**config.mk**
```make
export PLATFORM = sky130hd
export DESIGN_NAME = bsr_seq
export DESIGN_NICKNAME = d
export VERILOG_FILES = /design/src/rtl/bsr_seq.sv
export SDC_FILE = /design/constraint.sdc
export NUM_CORES = 1
export LEC_CHECK = 0
export CAP_MARGIN = 20
export CORE_MARGIN = 2
export CORE_UTILIZATION = 45
export DETAILED_ROUTE_END_ITERATION = 7
export PLACE_DENSITY = 0.86
export SETUP_SLACK_MARGIN = 0.1
export SYNTH_ARGS = -nofsm -noshare
export SYNTH_HDL_FRONTEND = slang
export SYNTH_SLANG_ARGS = --single-unit
```
**constraint.sdc**
```tcl
create_clock -name i_clk -period 1.6 [get_ports i_clk]
set_input_delay 0.16 -clock i_clk [delete_from_list [all_inputs] [get_ports i_clk]]
set_output_delay 0.16 -clock i_clk [all_outputs]
set_load 0.05 [all_outputs]
```
**src/rtl/bsr_seq.sv**
```systemverilog
// -----------------------------------------------------------------------------
// bsr_seq -- sequential barrel-shift-right unit.
//
// Shifts an operand right by N bit positions, one position per clock, using a
// small IDLE -> SHIFT -> DONE state machine. The operand, shift amount and mode
// are captured on the start edge. After that, the inputs may change freely.
// The result appears on o_bsr together with a one-cycle o_done pulse exactly
// N+1 edges after the capture edge.
//
// Parameters
//   WIDTH    data width in bits
//   SA_W     shift-amount width; the largest shift is 2**SA_W-1
//
// Ports
//   i_clk    clock; all state changes on its rising edge
//   i_rst_n  synchronous active-low reset; takes priority over everything
//   i_start  start request; sampled only while o_busy = 0
//   i_b      operand to shift right
//   i_sa     shift amount N (unsigned)
//   i_arith  1 = arithmetic (sign fill), 0 = logical (zero fill)
//   o_busy   high while an operation is in SHIFT or DONE
//   o_done   one-cycle pulse when o_bsr holds a new result
//   o_bsr    registered result; holds its value until the next DONE
// -----------------------------------------------------------------------------
module bsr_seq #(
    parameter int WIDTH = 32,
    parameter int SA_W  = 5
) (
    input  logic             i_clk,
    input  logic             i_rst_n,
    input  logic             i_start,
    input  logic [WIDTH-1:0] i_b,
    input  logic [SA_W-1:0]  i_sa,
    input  logic             i_arith,
    output logic             o_busy,
    output logic             o_done,
    output logic [WIDTH-1:0] o_bsr
);

    typedef enum logic [1:0] {
        IDLE  = 2'd0,
        SHIFT = 2'd1,
        DONE  = 2'd2
    } state_t;

    state_t           state;
    logic [WIDTH-1:0] work;     // operand being shifted
    logic [SA_W-1:0]  count;    // remaining single-bit shifts
    logic             mode;     // captured i_arith

    // The bit shifted in at the top. In arithmetic mode, the top bit of the
    // working register never changes, so it always equals the captured MSB.
    logic fill;
    assign fill = mode & work[WIDTH-1];

    // State, datapath and the registered outputs all share one clocked block.
    // As a result, o_busy and o_done come straight from flops and do not
    // glitch.
    // NOTE: every assignment here is non-blocking. Each register then sees
    // the values from before the edge, no matter where it sits in the block.
    always_ff @(posedge i_clk) begin
        if (!i_rst_n) begin
            // Reset is checked first. It therefore overrides i_start and any
            // operation in flight. An aborted operation never pulses o_done.
            state  <= IDLE;
            work   <= '0;
            count  <= '0;
            mode   <= 1'b0;
            o_busy <= 1'b0;
            o_done <= 1'b0;
            o_bsr  <= '0;
        end else begin
            case (state)
                IDLE: begin
                    o_done <= 1'b0;
                    if (i_start) begin
                        work   <= i_b;
                        count  <= i_sa;
                        mode   <= i_arith;
                        o_busy <= 1'b1;
                        state  <= SHIFT;
                    end
                end

                SHIFT: begin
                    if (count != '0) begin
                        work  <= {fill, work[WIDTH-1:1]};
                        count <= count - 1'b1;
                    end else begin
                        // The final edge spent in SHIFT publishes the result.
                        // This gives N shift edges plus one load edge after
                        // capture.
                        o_bsr  <= work;
                        o_done <= 1'b1;
                        state  <= DONE;
                    end
                end

                DONE: begin
                    // Return to IDLE without condition. Dropping o_busy here
                    // means a new i_start is accepted in the very next cycle.
                    o_done <= 1'b0;
                    o_busy <= 1'b0;
                    state  <= IDLE;
                end

                default: begin
                    o_done <= 1'b0;
                    o_busy <= 1'b0;
                    state  <= IDLE;
                end
            endcase
        end
    end

endmodule

```
# After elaboration in Yosys (flattened, before gate mapping)
# Cells that the tools add are included.
[totals]
reg_bits = 74
out_inout_bits = 34
[op_classes]
add_sub_neg = 1
n_eq_ne = 4
mux = 11
bitwise_logic = 3
reduce_logical = 9
[ops]
columns = ["cell", "n"]
rows = [
  ["two-way mux 32 bit", 2],
  ["case mux 32 bit (2 select lines)", 1],
  ["two-way mux 5 bit", 2],
  ["case mux 5 bit (2 select lines)", 1],
  ["AND reduction 2 bit", 5],
  ["inequality test 2 bit, second input constant", 3],
  ["nonzero test 5 bit", 1],
  ["subtractor 5 x 1 -> 5 bit, second input constant", 1],
  ["two-way mux 2 bit", 2],
  ["case mux 2 bit (2 select lines)", 1],
  ["AND reduction 3 bit", 1],
  ["equality test 2 x 1 -> 1 bit, second input constant", 1],
  ["zero test 2 bit", 1],
  ["inverter 1 bit", 2],
  ["case mux 1 bit (2 select lines)", 1],
  ["nonzero test 2 bit", 1],
  ["AND 1 bit", 1],
  ["two-way mux 1 bit", 1],
]

# Depth between registers and ports, before layout
# Gate-level depths: netlist of the first run.
[depth]
ltp_word = 3
mapped_depth = 8

# Least setup slack after synthesis of the first run
# No wires, ideal clock.
[synth_timing]
path_type = "register to register"
from = "register count[0]"
to = "register work[31]"
setup_time_ns = 0.116
t_arrival_ns = 1.569
setup_slack_ns = -0.086
stages_incl_launch_ff = 8
n_path_buf = 1
period_less_slack_ns = 1.686
cell_sequence = "dfxtp_1 > inv_1 > ha_1 > nor4b_4 > a211oi_4 > buf_6 > a21oi_1 > a41o_1"
[synth_between]
elab_chain_len = 3
[synth_rtl]
columns = ["element", "line", "rtl"]
rows = [
  ["from (decl)", "48", "logic [SA_W-1:0] count;"],
  ["from (signal assigned)", "78", "count <= i_sa;"],
  ["from (signal assigned)", "88", "count <= count - 1'b1;"],
  ["nonzero test 5 bit", "86", "if (count != '0) begin"],
  ["inequality test 2 bit (no source line)", "n/a", ""],
  ["AND reduction 3 bit (no source line)", "n/a", ""],
  ["to (signal assigned)", "77", "work <= i_b;"],
  ["to (signal assigned)", "87", "work <= {fill, work[WIDTH-1:1]};"],
  ["to (decl)", "47", "logic [WIDTH-1:0] work;"],
]
# Every way passes these cells.
# A chain may end at the register's enable or synchronous reset.

# Worst setup path after layout of the first run
[layout_timing]
from = "register count[1]"
to = "register work[14]"
# The elaborated chain is that of the path after synthesis.

==> metrics.yaml, run 1 <==
r2r_cells: 8
start_util_pct: 45.9
grt_pass1_wl_um: 12600
relSlewSlack_pct: 72.5
clk_pin_slew_ns: 0.08
fin_ws_ns: -0.102
crit_family: "compound AO/OA/AOI/OAI gates"
ioPinCount: 75
finalHoldViolCount: 0
hp-class: "primary input to flop"
worstPathCellList: "inv_2 -> ha_4 -> nor4b_4 -> a211oi_4 -> buf_12 -> buf_12 -> nor2_1 -> a311oi_2"
failed_checks: "negative setup slack"
synth_top_family_by_area: "compound AO/OA/AOI/OAI gates"
synth_area_mm2: 0.00328
placed_area_mm2: 0.00426
crit_slowest_cell: "dfxtp_2"
clock_sinks: 74
cts_tree: "done"
setup_viol: 31
drv_slew: 0
clock_latency_ns: 0.34
design.core.area_mm2: 0.00714
first_global_vias: 2659
drt_first_pass_iters: 4
grtUsageMet1_pct: 26.1
final_core_util_pct: 66.1
synthXorXnorAreaFrac_pct: 0
fp.dieH_um: 89.3
rsz0062_at_grt: "true"
crit_top_cell: "buf_12"
drc: 0
wire_per_inst_um: 14.6
pre_cts_ws_ns: -0.177
drtIter0Drc: 81
yosys.area.top_type: "dfxtp_1"
synth-simple-area-share_pct: 22.7
worstMarginPinSlew_ns: 0.413
htreeDepth: 3
synth_top_area_share_pct: 45.2
fin_nets: 513
cts_buffer_depth: 2
cts_made_buffers: 9
final_cell_mix: "111 x nand2_1, 72 x dfxtp_1, 61 x buf_4, 40 x clkdlybuf4s50_1, 31 x a311oi_2"
whs_path_depth: 3
synthMuxAreaShare_pct: 0.306
arrival_ns: 1.95
use_met3_pct: 4.34
die_width_um: 89.3
drive_gt1_share_pct: 36.8
power_density_mw_per_mm2: 1200
synth_compound_area_share_pct: 25.4
yosys_warnings: 0
ir_drop_v: 0.000583
r2r_slack_ns: -0.10
grtUsageMet2_pct: 33.4
ant_nets: 0
finalSetupTns_ns: -0.650
required_ns: 1.85
hold_end: "work[17]"
path_buf_inv: 3
reg2reg_to: "work[14]"
synth.yosys.seq_area_share_pct: 45.2
r2r-start: "count[1]"
syn-num-nets: 418
design.die.area_mm2: 0.00798
status: "finished with violations"
synth.distinct_cells: 36
post-route-period-util_pct: 106
io_buffers: 74
final.setup_skew_ns: 0.00860
vias_per_cell: 5.17
stdcell_count: 574
grt_start_max_net_pins: 41
dpl.hpwl_um: 5390
syn_inst: 376
grt_overflow: 0
syn_area_per_cell_um2: 8.71
grtUsageTotal_pct: 20.6
final_area_mm2: 0.00472
finalWorstPathRequiredPeriod_ns: 1.70
placed_cells: 554
cts_root_buf: "clkbuf_8"
gp_congestion: 0.739
insertedDiodeCount: 0
antenna_found_initial: 0
vias: 2966
rows: 31
mostFrequentLayoutCell: "nand2_1"
start_kind: "flop"
p_leak_nw: 1.91
grt.busiest_layer: "met2"
synth.area.top_cells: "dfxtp_1 45%, nand2_1 15%, a311oi_2 14%"
slowest_delay_ns: 0.34
synth_seq_cells: 74
crit_type: "flop to flop"
num-fill-cells: 581
synthAdderAreaFrac_pct: 0.382
max_freq_ghz: 0.588
hp-start: "i_b[17]"
syn_to_final_growth_pct: 44.0
maxCapViolCount: 0
routed_wl_um: 8400
cp_max_fo: 16
crit_path_end_kind: "flop"
routing by layer:
layer	wire length, um	up-vias	share of wire [%]
met5	0	-	0
met4	203	0	2.4
met3	415	16	4.9
met2	4170	80	50
met1	3610	1408	43
li1	-	1462	-
how the worst max path moves through the flow:
| stage | startpoint | endpoint | slack (ns) | cells after the start |
|---|---|---|---|---|
| floorplan | count[1] | work[31] | 0.01 | 7 |
| global placement | i_start | work[6] | -0.12 | 7 |
| detailed placement | i_start | work[7] | -0.18 | 7 |
| CTS | count[1] | work[13] | -0.05 | 8 |
| global route | count[1] | work[14] | -0.18 | 8 |
| finish | count[1] | work[14] | -0.10 | 8 |
cell type report:
cell class              instances  area [um2]  area share, %
well taps                      99         124           2.63
flip-flops and latches         74        1480           31.5
clock inverters                 2        37.5          0.796
clock buffers                  13         149           3.16
multi-input cells             266        1820           38.7
inverters                       5        18.8          0.398
repair buffers                115        1080           22.9
kinds of logic after synthesis:
logic type / count (synthesis)
buf+inv: 36
fa+ha+maj: 1
mux: 1
flops: 74
compound gates: 82
simple gates: 182
worst reg2reg max path, delay by kind of cell, from the launching register on:
family | cells | cell delay (ns)
AOI/OAI and AO/OA | 2 | 0.51
adders and majority gates | 1 | 0.15
buffers and inverters | 3 | 0.39
DFF | 1 | 0.34
and+or+nand+nor | 2 | 0.20
where the power goes:
group / leakage [nW] / switching [mW] / internal (mW)
Clock: 0.0897 / 0.654 / 0.757
Sequential: 0.607 / 0.225 / 2.08
Combinational: 1.21 / 1.04 / 0.899
Total: 1.91 / 1.92 / 3.74
state kept, by name, indices dropped and copies added, names as in the netlist:
name,cells
o_done,1
count,5
o_bsr,32
mode,1
state,2
work,32
o_busy,1
synth_stat cells, drive strengths merged:
master,n
a211oi,2
a21boi,29
a21oi,10
a221oi,1
a311oi,31
a32o,1
a41o,1
and2,3
and3,1
buf,16
clkbuf,15
dfxtp,74
ha,1
inv,5
mux2i,1
nand2,132
nand2b,1
nor2,36
nor2b,2
nor3,1
nor3b,3
nor4b,1
nor4bb,1
o211a,1
o21ai,4
o22ai,2
or3,1
timing repair:
item,4_1_cts,5_1_grt
hold buffers,0,0
cloned,3,0
setup buffers,1,1
pin swaps,2,30
setup endpoints to repair,68,69
gates resized for setup,49,46
per-stage QoR:
stage / total power [mW] / hold slack, ns
5_1_grt: 5.93 / 0.410
4_1_cts: 5.53 / 0.406
3_5_place_dp: 4.03 / 0.452
6_report: 5.66 / 0.413
3_3_place_gp: 3.96 / 0.446
2_1_floorplan: 3.42 / 0.322
Note: power is estimated with default switching activity, not from simulation.
==> inputs of run 2 (changes only) <==
Settings changed: ABC_AREA set to 1, CORE_UTILIZATION 45 to 44, PLACE_DENSITY 0.86 to 0.85.
==> run 2 against run 1 <==
  * The run now ends clean
  * Clock-buffer cell count fell by 3
  * Register-to-register slack improved by 0.25 ns
  * Core utilization decreased by 6.7 points
  * Worst hold slack worse by 0.23 ns
  * Sequential power is 5% lower
  * Global-route usage is 0.81 points lower
  * Non-clock buffer count down 27
  * Routed wire length is 16% lower
  * Final cell count is 3.5% higher
  * Clock skew down 0.0014 ns
  * Sequential share of layout area increased by 5.3 points
  * Critical path depth grew 1
  * Highest routed layer unchanged
==> metrics.yaml, run 2 <==
ant_nets: 0
fp.dieH_um: 87.6
top_regs: "o_bsr (32), work (32), count (5)"
grt_start_max_net_pins: 41
insertedDiodeCount: 0
grt_pass1_wl_um: 12000
fin_nets: 536
wl_met1_um: 3150
p_sw_mw: 1.57
p_leak_nw: 1.76
antenna_found_initial: 0
arrival_ns: 1.72
r2r_slack_ns: 0.15
maxCapViolCount: 0
drc: 0
yosys_warnings: 0
setup_viol: 0
synth.most_common_cell: "o21ai_0"
intPower_mw: 3.30
yosys-top-cells-count: "88 x o21ai_0, 77 x nor2_1, 74 x dfxtp_1, 51 x nand2_1, 40 x inv_1"
synth_ff_type: "dfxtp_1"
design.core.area_mm2: 0.00679
synth.area.top_cells: "dfxtp_1 48%, o21ai_0 14%, nor2_1 9.4%"
post-route-period-util_pct: 90.4
cts_root_buf: "clkbuf_8"
final_cell_mix: "81 x o21ai_0, 77 x nor2_1, 74 x dfxtp_1, 50 x nand2_1, 44 x buf_4"
cp_max_fo: 17
finalSetupTns_ns: 0
crit_slowest_cell: "dfxtp_1"
drv_slew: 0
finalHoldViolCount: 0
rows: 30
critPathCapture: "count[4]"
placed_area_mm2: 0.00378
htreeDepth: 3
synth.yosys.seq_area_share_pct: 48.1
cts_buffer_depth: 2
crit_type: "flop to flop"
slowest_delay_ns: 0.33
syn_to_final_growth_pct: 31.1
status: "completed"
routed_wl_um: 7070
synth_edf_count: 0
start_kind: "flop"
grtUsageTotal_pct: 19.8
vias: 2873
cts_tree: "done"
r2r-start: "count[0]"
reg2reg_to: "count[4]"
highest_layer: "met4"
syn_inst: 424
syn-num-nets: 466
final_area_mm2: 0.00403
required_ns: 1.87
clock_latency_ns: 0.34
synth.distinct_cells: 20
clk_pin_slew_ns: 0.07
syn_area_per_cell_um2: 7.26
crit_path_end_kind: "flop"
yosys.area.top_type: "dfxtp_1"
gp_congestion: 0.805
comb_power_share_pct: 26.0
wl_met2_um: 3410
cts_made_buffers: 9
drt_first_pass_iters: 4
rsz0062_at_grt: "true"
grt_overflow: 0
sw_frac_of_total_pct: 32.2
first_global_vias: 2734
wire_per_inst_um: 11.9
worstMarginPinSlew_ns: 0.359
synth_top_area_share_pct: 48.1
final.setup_skew_ns: 0.00723
dpl.hpwl_um: 4940
fin_total_pwr_mw: 4.87
drtIter0Drc: 140
finalWorstPathRequiredPeriod_ns: 1.45
die_width_um: 87.6
io_buffers: 74
async_reset_ff_share_pct: 0
ioPinCount: 75
relSlewSlack_pct: 76.1
drive_gt1_share_pct: 15.7
vias_per_cell: 4.84
start_util_pct: 45.3
ir_drop_v: 0.000588
max_freq_ghz: 0.691
r2r_cells: 9
synth_seq_cells: 74
power_density_mw_per_mm2: 1210
hold_buffers: 0
worstPathCellList: "inv_2 -> ha_4 -> nand3_2 -> nand2_1 -> nand2_4 -> inv_2 -> buf_12 -> nand2_1 -> a21oi_1"
hp-class: "primary input to flop"
hold_ws_ns: 0.181
design.die.area_mm2: 0.00768
wl_met3_um: 435
clkPwrFrac_pct: 29.1
clock_sinks: 74
seq_power_share_pct: 44.9
crit_start: "count[0]"
synth_area_mm2: 0.00308
mostFrequentLayoutCell: "o21ai_0"
run 2: layout make-up:
cell class	instances	area [um2]
Sequential cell	74	1480
Multi-Input combinational cell	278	1270
Tap cell	96	120
Timing Repair Buffer	88	806
Clock buffer	10	138
Inverter	43	161
Clock inverter	5	55.1
Fill cell	623	2760
run 2: critical path, delay by kind of cell, from the launching register on:
| family | cells | cell delay [ns] |
|---|---|---|
| AO/OA/AOI/OAI | 1 | 0.14 |
| flip-flops | 1 | 0.33 |
| buffers and inverters | 3 | 0.37 |
| adder cells (fa/ha/maj) | 1 | 0.16 |
| AND/OR/NAND/NOR | 4 | 0.37 |
run 2: routing by layer:
layer	track usage (%)	vias up
met4	8.11	0
met1	23.6	1298
li1	-	1492
met2	34.2	77
met5	0	-
met3	4.90	6
run 2: repair_timing:
| item | in CTS | in global routing |
|---|---|---|
| resized for setup | 8 | 11 |
| buffers inserted | 0 | 2 |
| setup endpoints to repair | 63 | 65 |
run 2: worst min-delay path by stage:
| stage | startpoint | to | cells past startpoint |
|---|---|---|---|
| 2_1_floorplan | i_arith | mode | 2 |
| 3_3_place_gp | mode | mode | 2 |
| 3_5_place_dp | mode | mode | 2 |
| 4_1_cts | i_rst_n | state[1] | 3 |
| 5_1_grt | i_rst_n | o_done | 3 |
| 6_report | i_rst_n | state[1] | 3 |
run 2: cells by family (layout without fill, tap and decap cells):
family	count (synthesis)	after routing	share of synthesized area (%)
compound gates	105	105	17.1
simple gates	172	172	23.2
flops	74	74	48.1
fa+ha+maj	1	1	0.407
buf+inv	72	146	11.2
run 2: through the flow:
step / utilization, % / std cells / setup slack (ns)
floorplan: - / 424 / 0.244
global placement: 55.6 / 577 / 0.106
detailed placement: 55.6 / 577 / 0.00499
CTS: 59.0 / 592 / 0.127
global route: 59.4 / 594 / 0.0799
finish: 59.4 / 594 / 0.153
run 2: power groups by stage:
stage               Combinational [mW]  Sequential [mW]  Clock, mW
global route                      1.42             2.21       1.53
floorplan                        0.754             2.34          0
global placement                  1.16             2.21          0
CTS                               1.23             2.18       1.45
finish                            1.26             2.19       1.42
detailed placement                1.19             2.22          0
==> inputs of run 3 (changes only) <==
Settings changed: CORE_UTILIZATION 44 to 45, DONT_BUFFER_PORTS set to 1, PLACE_DENSITY 0.85 to 0.72.
==> run 3 against run 2 <==
  * Sequential power grew 4%
  * Worst setup slack better by 0.017 ns
  * Combinational power decreased by 20%
  * Sequential share of layout area is 6.4 points higher
  * Fmax increased by 1.2%
  * Via count shrank 7.7%
  * Final area down 15%
  * Power shrank 3.3%
  * Critical path type unchanged
  * Critical endpoint unchanged
  * Largest power group unchanged
  * Highest routed layer unchanged
==> metrics.yaml, run 3 (synthesis gave the netlist of run 2 again) <==
worstMarginPinSlew_ns: 0.552
cts_made_buffers: 9
first_global_vias: 2424
grtUsageTotal_pct: 19.1
fp.dieH_um: 86.7
syn_to_final_growth_pct: 11.6
routed_wl_um: 6900
max_freq_ghz: 0.699
crit_top_cell: "nand2_1"
comb_power_share_pct: 21.5
start_kind: "flop"
top_regs: "o_bsr (32), work (32), count (5)"
r2r_slack_ns: 0.17
dpl.hpwl_um: 4580
die_width_um: 86.7
intPower_mw: 3.21
finalSetupTns_ns: 0
design.die.area_mm2: 0.00751
drc: 0
clk_pin_slew_ns: 0.07
status: "completed"
drive_gt1_share_pct: 10.9
p_leak_nw: 1.47
ant_nets: 0
required_ns: 1.86
start_util_pct: 45.8
io_buffers: 0
crit_slowest_cell: "dfxtp_1"
fin_nets: 471
clock_sinks: 74
worstPathCellList: "inv_1 -> ha_2 -> nand3_2 -> nand2_1 -> nand2_2 -> inv_2 -> buf_12 -> nand2_1 -> a21oi_1"
p_sw_mw: 1.50
power_density_mw_per_mm2: 1370
antenna_found_initial: 1
cts_tree: "done"
vias: 2651
cts_root_buf: "clkbuf_8"
clkPwrFrac_pct: 30.2
cp_max_fo: 22
vias_per_cell: 5.17
post_cts_buffers: 0
maxCapViolCount: 0
finalWorstPathRequiredPeriod_ns: 1.43
hp-class: "primary input to flop"
final_cell_mix: "77 x nor2_1, 77 x o21ai_0, 74 x dfxtp_1, 51 x nand2_1, 40 x inv_1"
ir_drop_v: 0.000681
drv_slew: 0
rows: 30
final_core_util_pct: 51.1
post-route-period-util_pct: 89.4
final.setup_skew_ns: 0.0101
wire_per_inst_um: 13.5
gp_congestion: 0.753
cts_buffer_depth: 2
arrival_ns: 1.69
drtIter0Drc: 156
ioPinCount: 75
grt_start_max_net_pins: 70
grt_pass1_wl_um: 11200
design.core.area_mm2: 0.00672
rsz0062_at_grt: "true"
crit_type: "flop to flop"
sw_frac_of_total_pct: 31.8
relSlewSlack_pct: 63.1
setup_viol: 0
seq_power_share_pct: 48.3
fin_total_pwr_mw: 4.71
grt_overflow: 0
slowest_delay_ns: 0.32
clock_latency_ns: 0.33
finalHoldViolCount: 0
crit_path_end_kind: "flop"
drt_first_pass_iters: 5
htreeDepth: 3
-- run 3: power groups by stage --
stage	clock, mW	combinational [mW]	sequential (mW)
after floorplan	0	0.754	2.34
after CTS	1.47	0.989	2.27
after global routing	1.54	1.16	2.30
after detailed placement	0	0.955	2.31
final	1.42	1.01	2.27
after global placement	0	0.935	2.30
-- run 3: routing by layer --
metal / share of wire, % / vias up / routed length, um / GRT usage, %
met4: 1.1 / 0 / 74 / 6.82
met3: 9.5 / 6 / 653 / 8.57
li1: - / 1365 / - / -
met2: 46 / 81 / 3160 / 29.9
met5: 0 / - / 0 / 0
met1: 44 / 1199 / 3010 / 23.1
-- run 3: final cells by class --
| class | count | area [um2] |
|---|---|---|
| diodes | 1 | 2.50 |
| clock buffers | 12 | 155 |
| clock inverters | 2 | 37.5 |
| fillers | 659 | 3290 |
| inverters | 43 | 161 |
| multi-input cells | 278 | 1260 |
| flip-flops and latches | 74 | 1480 |
| well taps | 80 | 100 |
| repair buffers | 23 | 236 |
-- run 3: critical path, delay by kind of cell (launching register included) --
| family | cells | cell delay (ns) |
|---|---|---|
| adders and majority gates | 1 | 0.22 |
| AOI/OAI and AO/OA | 1 | 0.13 |
| and+or+nand+nor | 4 | 0.33 |
| DFF | 1 | 0.32 |
| buffers and inverters | 3 | 0.34 |
-- run 3: per-stage QoR --
stage	setup slack, ns	hold WS (ns)	cells	area (um2)
2_1_floorplan	0.244	0.351	424	3080
3_3_place_gp	0.208	0.306	497	3180
3_5_place_dp	0.133	0.307	497	3180
4_1_cts	0.126	0.0215	512	3400
5_1_grt	0.0653	0.0180	513	3430
6_report	0.170	0.0325	513	3430
-- run 3: what timing repair did --
action                     in CTS  in global routing
hold buffers                    1                  0
hold endpoints to repair       69                  0
gates resized for setup         0                 18
setup endpoints to repair       0                 60
-- run 3: worst paths after layout --
kind | to | depth (start not counted) | from
setup reg to reg | count[4] | 9 | count[0]
hold reg to reg | o_bsr[13] | 2 | work[13]
setup / recovery | count[4] | 9 | count[0]
hold / removal | count[3] | 2 | i_rst_n
